<file path="src/rtl/sprite_motion_ctrl.sv">
// -----------------------------------------------------------------------------
// sprite_motion_ctrl
//
// Purpose:
//   Moves a fixed-size sprite horizontally once per video frame and turns the
//   VGA raster position into a sprite ROM word address. The position is
//   clamped to [X_MIN, X_MAX], and the sprite is mirrored when it faces left.
//   Animation state and frame select a 4096-word frame inside the ROM.
//   The pixel path is a two-stage pipeline that accepts one pixel per clock.
//
// Ports:
//   Clk          in   1   system clock
//   Reset        in   1   asynchronous, active-low reset (0 = reset)
//   frame_clk    in   1   vertical-sync-rate level, synchronous to Clk
//   state_in     in   8   animation state: 0 stand, 1 attack, 2 move-left,
//                         3 move-right; other values are treated as stand
//   frame_num    in   8   animation frame index, clamped per state
//   move_l       in   1   move-left request, sampled on a frame tick
//   move_r       in   1   move-right request, sampled on a frame tick
//   DrawX        in  10   current VGA column
//   DrawY        in  10   current VGA row
//   pos_x        out 10   sprite left column
//   facing_left  out  1   1 = sprite drawn mirrored
//   sprite_addr  out 17   sprite ROM word address (0 when not hit)
//   sprite_hit   out  1   current pixel (2 cycles earlier) lies in the sprite
// -----------------------------------------------------------------------------
module sprite_motion_ctrl #(
  parameter int X_INIT = 100,
  parameter int X_MIN  = 0,
  parameter int X_MAX  = 576,
  parameter int Y_POS  = 300,
  parameter int STEP   = 2,
  parameter int SPR_W  = 64,
  parameter int SPR_H  = 64
) (
  input  logic        Clk,
  input  logic        Reset,
  input  logic        frame_clk,
  input  logic [7:0]  state_in,
  input  logic [7:0]  frame_num,
  input  logic        move_l,
  input  logic        move_r,
  input  logic [9:0]  DrawX,
  input  logic [9:0]  DrawY,
  output logic [9:0]  pos_x,
  output logic        facing_left,
  output logic [16:0] sprite_addr,
  output logic        sprite_hit
);

  // Address layout: {frame_index, row, col}. Sprite dimensions are powers of
  // two, so the multiply-adds of the address reduce to a concatenation.
  localparam int COL_BITS   = $clog2(SPR_W);
  localparam int ROW_BITS   = $clog2(SPR_H);
  localparam int FRAME_BITS = 17 - COL_BITS - ROW_BITS;

  localparam logic [9:0]  X_INIT_V   = 10'(X_INIT);
  localparam logic [9:0]  X_MIN_V    = 10'(X_MIN);
  localparam logic [9:0]  X_MAX_V    = 10'(X_MAX);
  localparam logic [10:0] X_MAX_W    = 11'(X_MAX);
  localparam logic [9:0]  STEP_V     = 10'(STEP);
  localparam logic [10:0] STEP_W     = 11'(STEP);
  localparam logic [10:0] LEFT_LIM_W = 11'(X_MIN + STEP);
  localparam logic [10:0] SPR_W_W    = 11'(SPR_W);
  localparam logic [9:0]  Y_POS_V    = 10'(Y_POS);
  localparam logic [10:0] Y_END_W    = 11'(Y_POS + SPR_H);

  // ---------------------------------------------------------------------------
  // Frame tick: frame_clk is registered once; the rise is itself registered so
  // the tick is a clean one-cycle pulse one cycle after the rise.
  // ---------------------------------------------------------------------------
  logic frame_clk_reg;
  logic tick_reg;

  always_ff @(posedge Clk or negedge Reset) begin
    if (!Reset) begin
      frame_clk_reg <= 1'b0;
      tick_reg      <= 1'b0;
    end else begin
      frame_clk_reg <= frame_clk;
      tick_reg      <= frame_clk & ~frame_clk_reg;
    end
  end

  // ---------------------------------------------------------------------------
  // Horizontal motion and facing direction
  // ---------------------------------------------------------------------------
  logic [9:0]  pos_x_reg, pos_x_next;
  logic        facing_reg, facing_next;
  logic [10:0] pos_ext;
  logic [10:0] pos_inc;
  logic [9:0]  pos_dec;

  always_comb begin
    pos_x_next  = pos_x_reg;
    facing_next = facing_reg;
    pos_ext     = {1'b0, pos_x_reg};
    // 11-bit increment so a step past X_MAX cannot wrap before the clamp.
    pos_inc     = pos_ext + STEP_W;
    pos_dec     = pos_x_reg - STEP_V;
    if (tick_reg) begin
      if (move_r && !move_l) begin
        pos_x_next  = (pos_inc > X_MAX_W) ? X_MAX_V : pos_inc[9:0];
        facing_next = 1'b0;
      end else if (move_l && !move_r) begin
        // Test before subtracting so the position never wraps below X_MIN.
        pos_x_next  = (pos_ext < LEFT_LIM_W) ? X_MIN_V : pos_dec;
        facing_next = 1'b1;
      end
    end
  end

  always_ff @(posedge Clk or negedge Reset) begin
    if (!Reset) begin
      pos_x_reg  <= X_INIT_V;
      facing_reg <= 1'b0;
    end else begin
      pos_x_reg  <= pos_x_next;
      facing_reg <= facing_next;
    end
  end

  assign pos_x       = pos_x_reg;
  assign facing_left = facing_reg;

  // ---------------------------------------------------------------------------
  // Animation decode: per-state frame limit and base frame in the ROM.
  // Out-of-range states get limit 0 and base 0, i.e. stand frame 0.
  // ---------------------------------------------------------------------------
  logic [FRAME_BITS-1:0] limit_sel;
  logic [FRAME_BITS-1:0] base_sel;
  logic [FRAME_BITS-1:0] frame_sel;

  always_comb begin
    limit_sel = '0;
    base_sel  = '0;
    case (state_in)
      8'd0: begin limit_sel = FRAME_BITS'(7); base_sel = FRAME_BITS'(0);  end
      8'd1: begin limit_sel = FRAME_BITS'(8); base_sel = FRAME_BITS'(8);  end
      8'd2: begin limit_sel = FRAME_BITS'(4); base_sel = FRAME_BITS'(17); end
      8'd3: begin limit_sel = FRAME_BITS'(3); base_sel = FRAME_BITS'(22); end
      default: begin limit_sel = '0; base_sel = '0; end
    endcase
    frame_sel = (frame_num > 8'(limit_sel)) ? limit_sel
                                            : frame_num[FRAME_BITS-1:0];
  end

  // ---------------------------------------------------------------------------
  // Stage 1: offsets inside the sprite box and the in-box test. This stage
  // reads pos_x_reg, so a position update on the same edge does not disturb
  // the pixel being captured.
  // ---------------------------------------------------------------------------
  logic [9:0]  dx_next, dy_next;
  logic        in_box_next;
  logic [10:0] right_edge;

  always_comb begin
    dx_next     = DrawX - pos_x_reg;
    dy_next     = DrawY - Y_POS_V;
    right_edge  = pos_ext + SPR_W_W;
    in_box_next = (DrawX >= pos_x_reg) && ({1'b0, DrawX} < right_edge) &&
                  (DrawY >= Y_POS_V)   && ({1'b0, DrawY} < Y_END_W);
  end

  logic [9:0]            s1_dx_reg;
  logic [9:0]            s1_dy_reg;
  logic                  s1_in_box_reg;
  logic [FRAME_BITS-1:0] s1_frame_reg;
  logic [FRAME_BITS-1:0] s1_base_reg;
  logic                  s1_flip_reg;

  always_ff @(posedge Clk or negedge Reset) begin
    if (!Reset) begin
      s1_dx_reg     <= '0;
      s1_dy_reg     <= '0;
      s1_in_box_reg <= 1'b0;
      s1_frame_reg  <= '0;
      s1_base_reg   <= '0;
      s1_flip_reg   <= 1'b0;
    end else begin
      s1_dx_reg     <= dx_next;
      s1_dy_reg     <= dy_next;
      s1_in_box_reg <= in_box_next;
      s1_frame_reg  <= frame_sel;
      s1_base_reg   <= base_sel;
      s1_flip_reg   <= facing_reg;
    end
  end

  // ---------------------------------------------------------------------------
  // Stage 2: ROM address. Mirroring is (SPR_W-1) - dx, which for a power-of-
  // two width is a bitwise inversion of the column offset.
  // ---------------------------------------------------------------------------
  logic [COL_BITS-1:0]   col;
  logic [FRAME_BITS-1:0] frame_index;
  logic                  hit_next;
  logic [16:0]           addr_next;

  genvar gi;
  generate
    for (gi = 0; gi < COL_BITS; gi = gi + 1) begin : g_col_mirror
      assign col[gi] = s1_dx_reg[gi] ^ s1_flip_reg;
    end
  endgenerate

  always_comb begin
    frame_index = s1_base_reg + s1_frame_reg;
    // Upper offset bits are always zero inside the box; folding them in keeps
    // the address confined to the sprite window even if that ever changed.
    hit_next    = s1_in_box_reg &&
                  (s1_dx_reg[9:COL_BITS] == '0) &&
                  (s1_dy_reg[9:ROW_BITS] == '0);
    addr_next   = '0;
    if (hit_next) begin
      addr_next = {frame_index, s1_dy_reg[ROW_BITS-1:0], col};
    end
  end

  logic [16:0] sprite_addr_reg;
  logic        sprite_hit_reg;

  always_ff @(posedge Clk or negedge Reset) begin
    if (!Reset) begin
      sprite_addr_reg <= '0;
      sprite_hit_reg  <= 1'b0;
    end else begin
      sprite_addr_reg <= addr_next;
      sprite_hit_reg  <= hit_next;
    end
  end

  assign sprite_addr = sprite_addr_reg;
  assign sprite_hit  = sprite_hit_reg;

endmodule

</file>
<file path="config.mk">
export PLATFORM = sky130hd
export DESIGN_NAME = sprite_motion_ctrl
export DESIGN_NICKNAME = d
export VERILOG_FILES = /design/src/rtl/sprite_motion_ctrl.sv
export SDC_FILE = /design/constraint.sdc
export NUM_CORES = 1
export LEC_CHECK = 0
export BUFFER_PORTS_ARGS = -buffer_cell sky130_fd_sc_hd__buf_2
export CAP_MARGIN = 15
export CORE_ASPECT_RATIO = 1.1
export CORE_MARGIN = 2
export CORE_UTILIZATION = 45
export CTS_BUF_LIST = sky130_fd_sc_hd__clkbuf_4 sky130_fd_sc_hd__clkbuf_8 sky130_fd_sc_hd__clkbuf_16
export DETAILED_ROUTE_END_ITERATION = 12
export PLACE_DENSITY = 0.64
export SLEW_MARGIN = 40
export SYNTH_ARGS = -nofsm -noshare
export SYNTH_HDL_FRONTEND = slang
export SYNTH_SLANG_ARGS = --single-unit
</file>
<file path="constraint.sdc">
create_clock -name Clk -period 2.7 [get_ports Clk]
set_input_delay 0.54 -clock Clk [delete_from_list [all_inputs] [get_ports Clk]]
set_output_delay 0.54 -clock Clk [all_outputs]
set_load 0.01 [all_outputs]
</file>
==> results_dict.tcl <==
set metrics [dict create \
    htree_levels 3 \
    hold_slack_ns 0.209 \
    synth_top_cells_by_area "dfrtp_1 43%, ha_1 9.9%, xnor2_1 5.9%, nor2_1 3.5%, inv_1 2.9%" \
    slew_at_the_pin_closest_to_its_max_slew_limit_ns 0.667 \
    cts.repair_timing.setup_buffer_count 0 \
    area_leader_netlist "dfrtp_1" \
    netlist_instances 333 \
    critPathBufInv 1 \
    floorplan.core_area_um2 7390 \
    peakVddDrop_mv 0.379 \
    outcome "finished, final reports clean" \
    timing_max_transition_violations_final 0 \
    final_period_minus_worst_setup_slack_ns 2.45 \
    multi_input_area_um2 1740 \
    synth_common_cells "58 x dfrtp_1, 32 x nor2_1, 27 x ha_1, 26 x inv_1, 23 x xnor2_1" \
    place_congestion 0.901 \
    die_y_um 95.3 \
    antenna-diode-count 0 \
    initial_antenna_violation_count 0 \
    placedCellCount 487 \
    flip_flop_count_of_the_largest_register_all_copies_and_words_added 17 \
    routed_vias_inst 5.26 \
    drc 0 \
    design.final.nets 481 \
    regArea_um2 1530 \
    dieWidth_um 87.0 \
    grt_pass1_wl_um 11600 \
    slowest_delay_ns 0.63 \
    flow.area_growth_from_synthesis_pct 19.3 \
    ys_seq_area_share_pct 44.8 \
    grt_usage_pct 18.3 \
    timing.max_cap.violations 0 \
    worstSetupStartpointType "flip-flop" \
    detailedRoute.firstPassIterationCount 4 \
    required_ns 2.91 \
    final_min_period_over_clock_period_pct 90.8 \
    slew_headroom_pct 55.4 \
    final_skew_ns 0.00501 \
    synth-seq-cells 61 \
    slowest_stage "dfstp_2" \
    synth-async-reset-ratio_pct 100 \
    unrepaired_setup_endpoints_after_global_routing "false" \
    arr_time_crit_path_ns 2.66 \
    yosysUniqueCellTypes 58 \
    tritoncts.num_buffers 9 \
    dp.final_hpwl_um 5530 \
    design.portCount 70 \
    n_fill_cell 667 \
    final_antenna_net_count 0 \
    cellLeakagePower_nw 2.00 \
    synthesis.area_um2 3410 \
    timing.final.setup_violations 0 \
    cts_tree "yes" \
    floorplan.rows 33 \
    cts.clk_slew.worst_paths_ns 0.07 \
    sum_neg_setup_slack_ns 0 \
    synth_most_common_cell "dfrtp_1" \
    ys.warnings.count 0 \
    cts_buffer_depth 2 \
    start_util_pct 46.2 \
    overflow 0 \
    cts_root_buffer "clkbuf_8" \
    layout-drive-gt1-share_pct 25.8 \
    drt_wl_total_um 7070 \
    die_area_um2 8300 \
    synth.avg_cell_area_um2 10.2 \
    timing.final.hold_violations 0 \
    hold_path_class "input pin to async pin" \
    detailedRoute.firstIterationViolations 83 \
    synthDominantCellAreaShare_pct 42.5 \
    avgRoutedWirePerCell_um 14.1 \
    power-per-cell-area_nw_per_um2 739 \
    io_buffer_count 68 \
    worstSetupPathType "flip-flop to flip-flop" \
    grt_max_degree 37 \
    vias 2643 \
    first_global_vias 2541 \
    synth_edf_count 0 \
    finalNonFillerCells 502 \
    crit_path_max_fanout 9 \
    clock_sinks 61 \
    critical_path.cell_chain "inv_1 > ha_1 > nor2b_1 > o21ai_0 > nand2b_1 > a41o_1 > a2111oi_1 > nor4_1" \
    end_kind "flip-flop" \
    maxClockFrequency_ghz 0.408 \
    worstSkewPairLatency_ns 0.34 \
    top_delay_family_on_crit_path "compound AO/OA/AOI/OAI gates" \
    ys_dominant_reg_cell "dfrtp_1" \
]
## kinds of logic (layout without fill, tap and decap cells)
family | count (synthesis) | after routing | share of synthesized area, %
AND/OR/NAND/NOR | 102 | 102 | 15.7
AO/OA/AOI/OAI | 68 | 68 | 14.4
flip-flops | 61 | 61 | 44.8
buffers and inverters | 37 | 117 | 4.55
XOR/XNOR | 30 | 30 | 7.70
adder cells (fa/ha/maj) | 29 | 29 | 11.1
multiplexers | 5 | 5 | 1.61
other | 1 | 3 | 0.110
## layer usage
layer / wire length, µm / track usage, % / vias to the layer above
li1: - / - / 1322
met1: 2900 / 20.8 / 1224
met2: 3590 / 31.8 / 84
met3: 448 / 5.97 / 13
met4: 126 / 7.16 / 0
met5: 0 / 0 / -
## where the power goes
group	internal (mW)	switching, mW
clock	0.401	0.343
sequential	1.07	0.142
combinational	0.473	0.583
## final timing paths
check	startpoint	end	slack (ns)	depth (start not counted)
max in group asynchronous	Reset	pos_x[6]$_DFFE_PN1P_	1.82	2
min in group Clk	DrawY[0]	s1_dy_reg[0]$_DFF_PN0_	0.31	1
worst max-delay path	pos_x[2]$_DFFE_PN1P_	s1_in_box_reg$_DFF_PN0_	0.25	8
worst max register to register	pos_x[2]$_DFFE_PN1P_	s1_in_box_reg$_DFF_PN0_	0.25	8
worst min-delay path	Reset	sprite_addr[12]$_DFF_PN0_	0.21	1
worst min register to register	frame_clk_reg$_DFF_PN0_	tick_reg$_DFF_PN0_	0.40	1
## through the flow
stage / total power, mW / utilization (%) / setup WS (ns) / cell area, µm²
3_3_place_gp: 2.25 / 52.5 / 0.0662 / 3880
2_1_floorplan: 1.97 / - / 0.226 / 3420
3_5_place_dp: 2.27 / 52.5 / -0.00742 / 3880
5_1_grt: 3.22 / 55.1 / 0.0666 / 4070
6_report: 3.01 / 55.1 / 0.248 / 4070
4_1_cts: 3.03 / 55.1 / 0.202 / 4070
## layout by cell type, fill, tap and decap left out, types with 3 or more instances in the layout
master / netlist / final
clkbuf_8: 0 / 12
xor2_1: 7 / 7
nor2b_1: 6 / 6
inv_1: 26 / 26
nor2_1: 32 / 32
a21o_1: 5 / 5
ha_1: 27 / 27
nor4_1: 6 / 6
nor3_1: 8 / 8
nand3_1: 8 / 8
buf_2: 4 / 68
dfrtp_1: 58 / 58
nand2_1: 12 / 12
a31oi_1: 4 / 4
o21a_1: 6 / 6
o21ai_1: 6 / 6
o21ai_0: 11 / 11
and4_1: 3 / 3
xnor2_1: 23 / 23
buf_4: 3 / 7
o2111ai_1: 3 / 3
mux2_2: 4 / 4
and2_1: 9 / 9
nand2b_1: 3 / 3
nand4_1: 5 / 5
a21oi_1: 12 / 12
dfstp_2: 3 / 3
conb_1: 1 / 3
## timing repair
item | CTS | global route
resized for setup | 0 | 1
hold buffers | 0 | 0
endpoints found under the setup margin | 0 | 1
## final cells by class
| type | instances | share of cell area [%] |
|---|---|---|
| Clock buffer | 12 | 4.06 |
| Clock inverter | 3 | 0.492 |
| Inverter | 26 | 2.40 |
| Multi-Input combinational cell | 237 | 42.6 |
| Sequential cell | 61 | 37.6 |
| Tap cell | 87 | 2.67 |
| Timing Repair Buffer | 76 | 10.1 |
No activity file was read; power rests on OpenSTA's default activity.
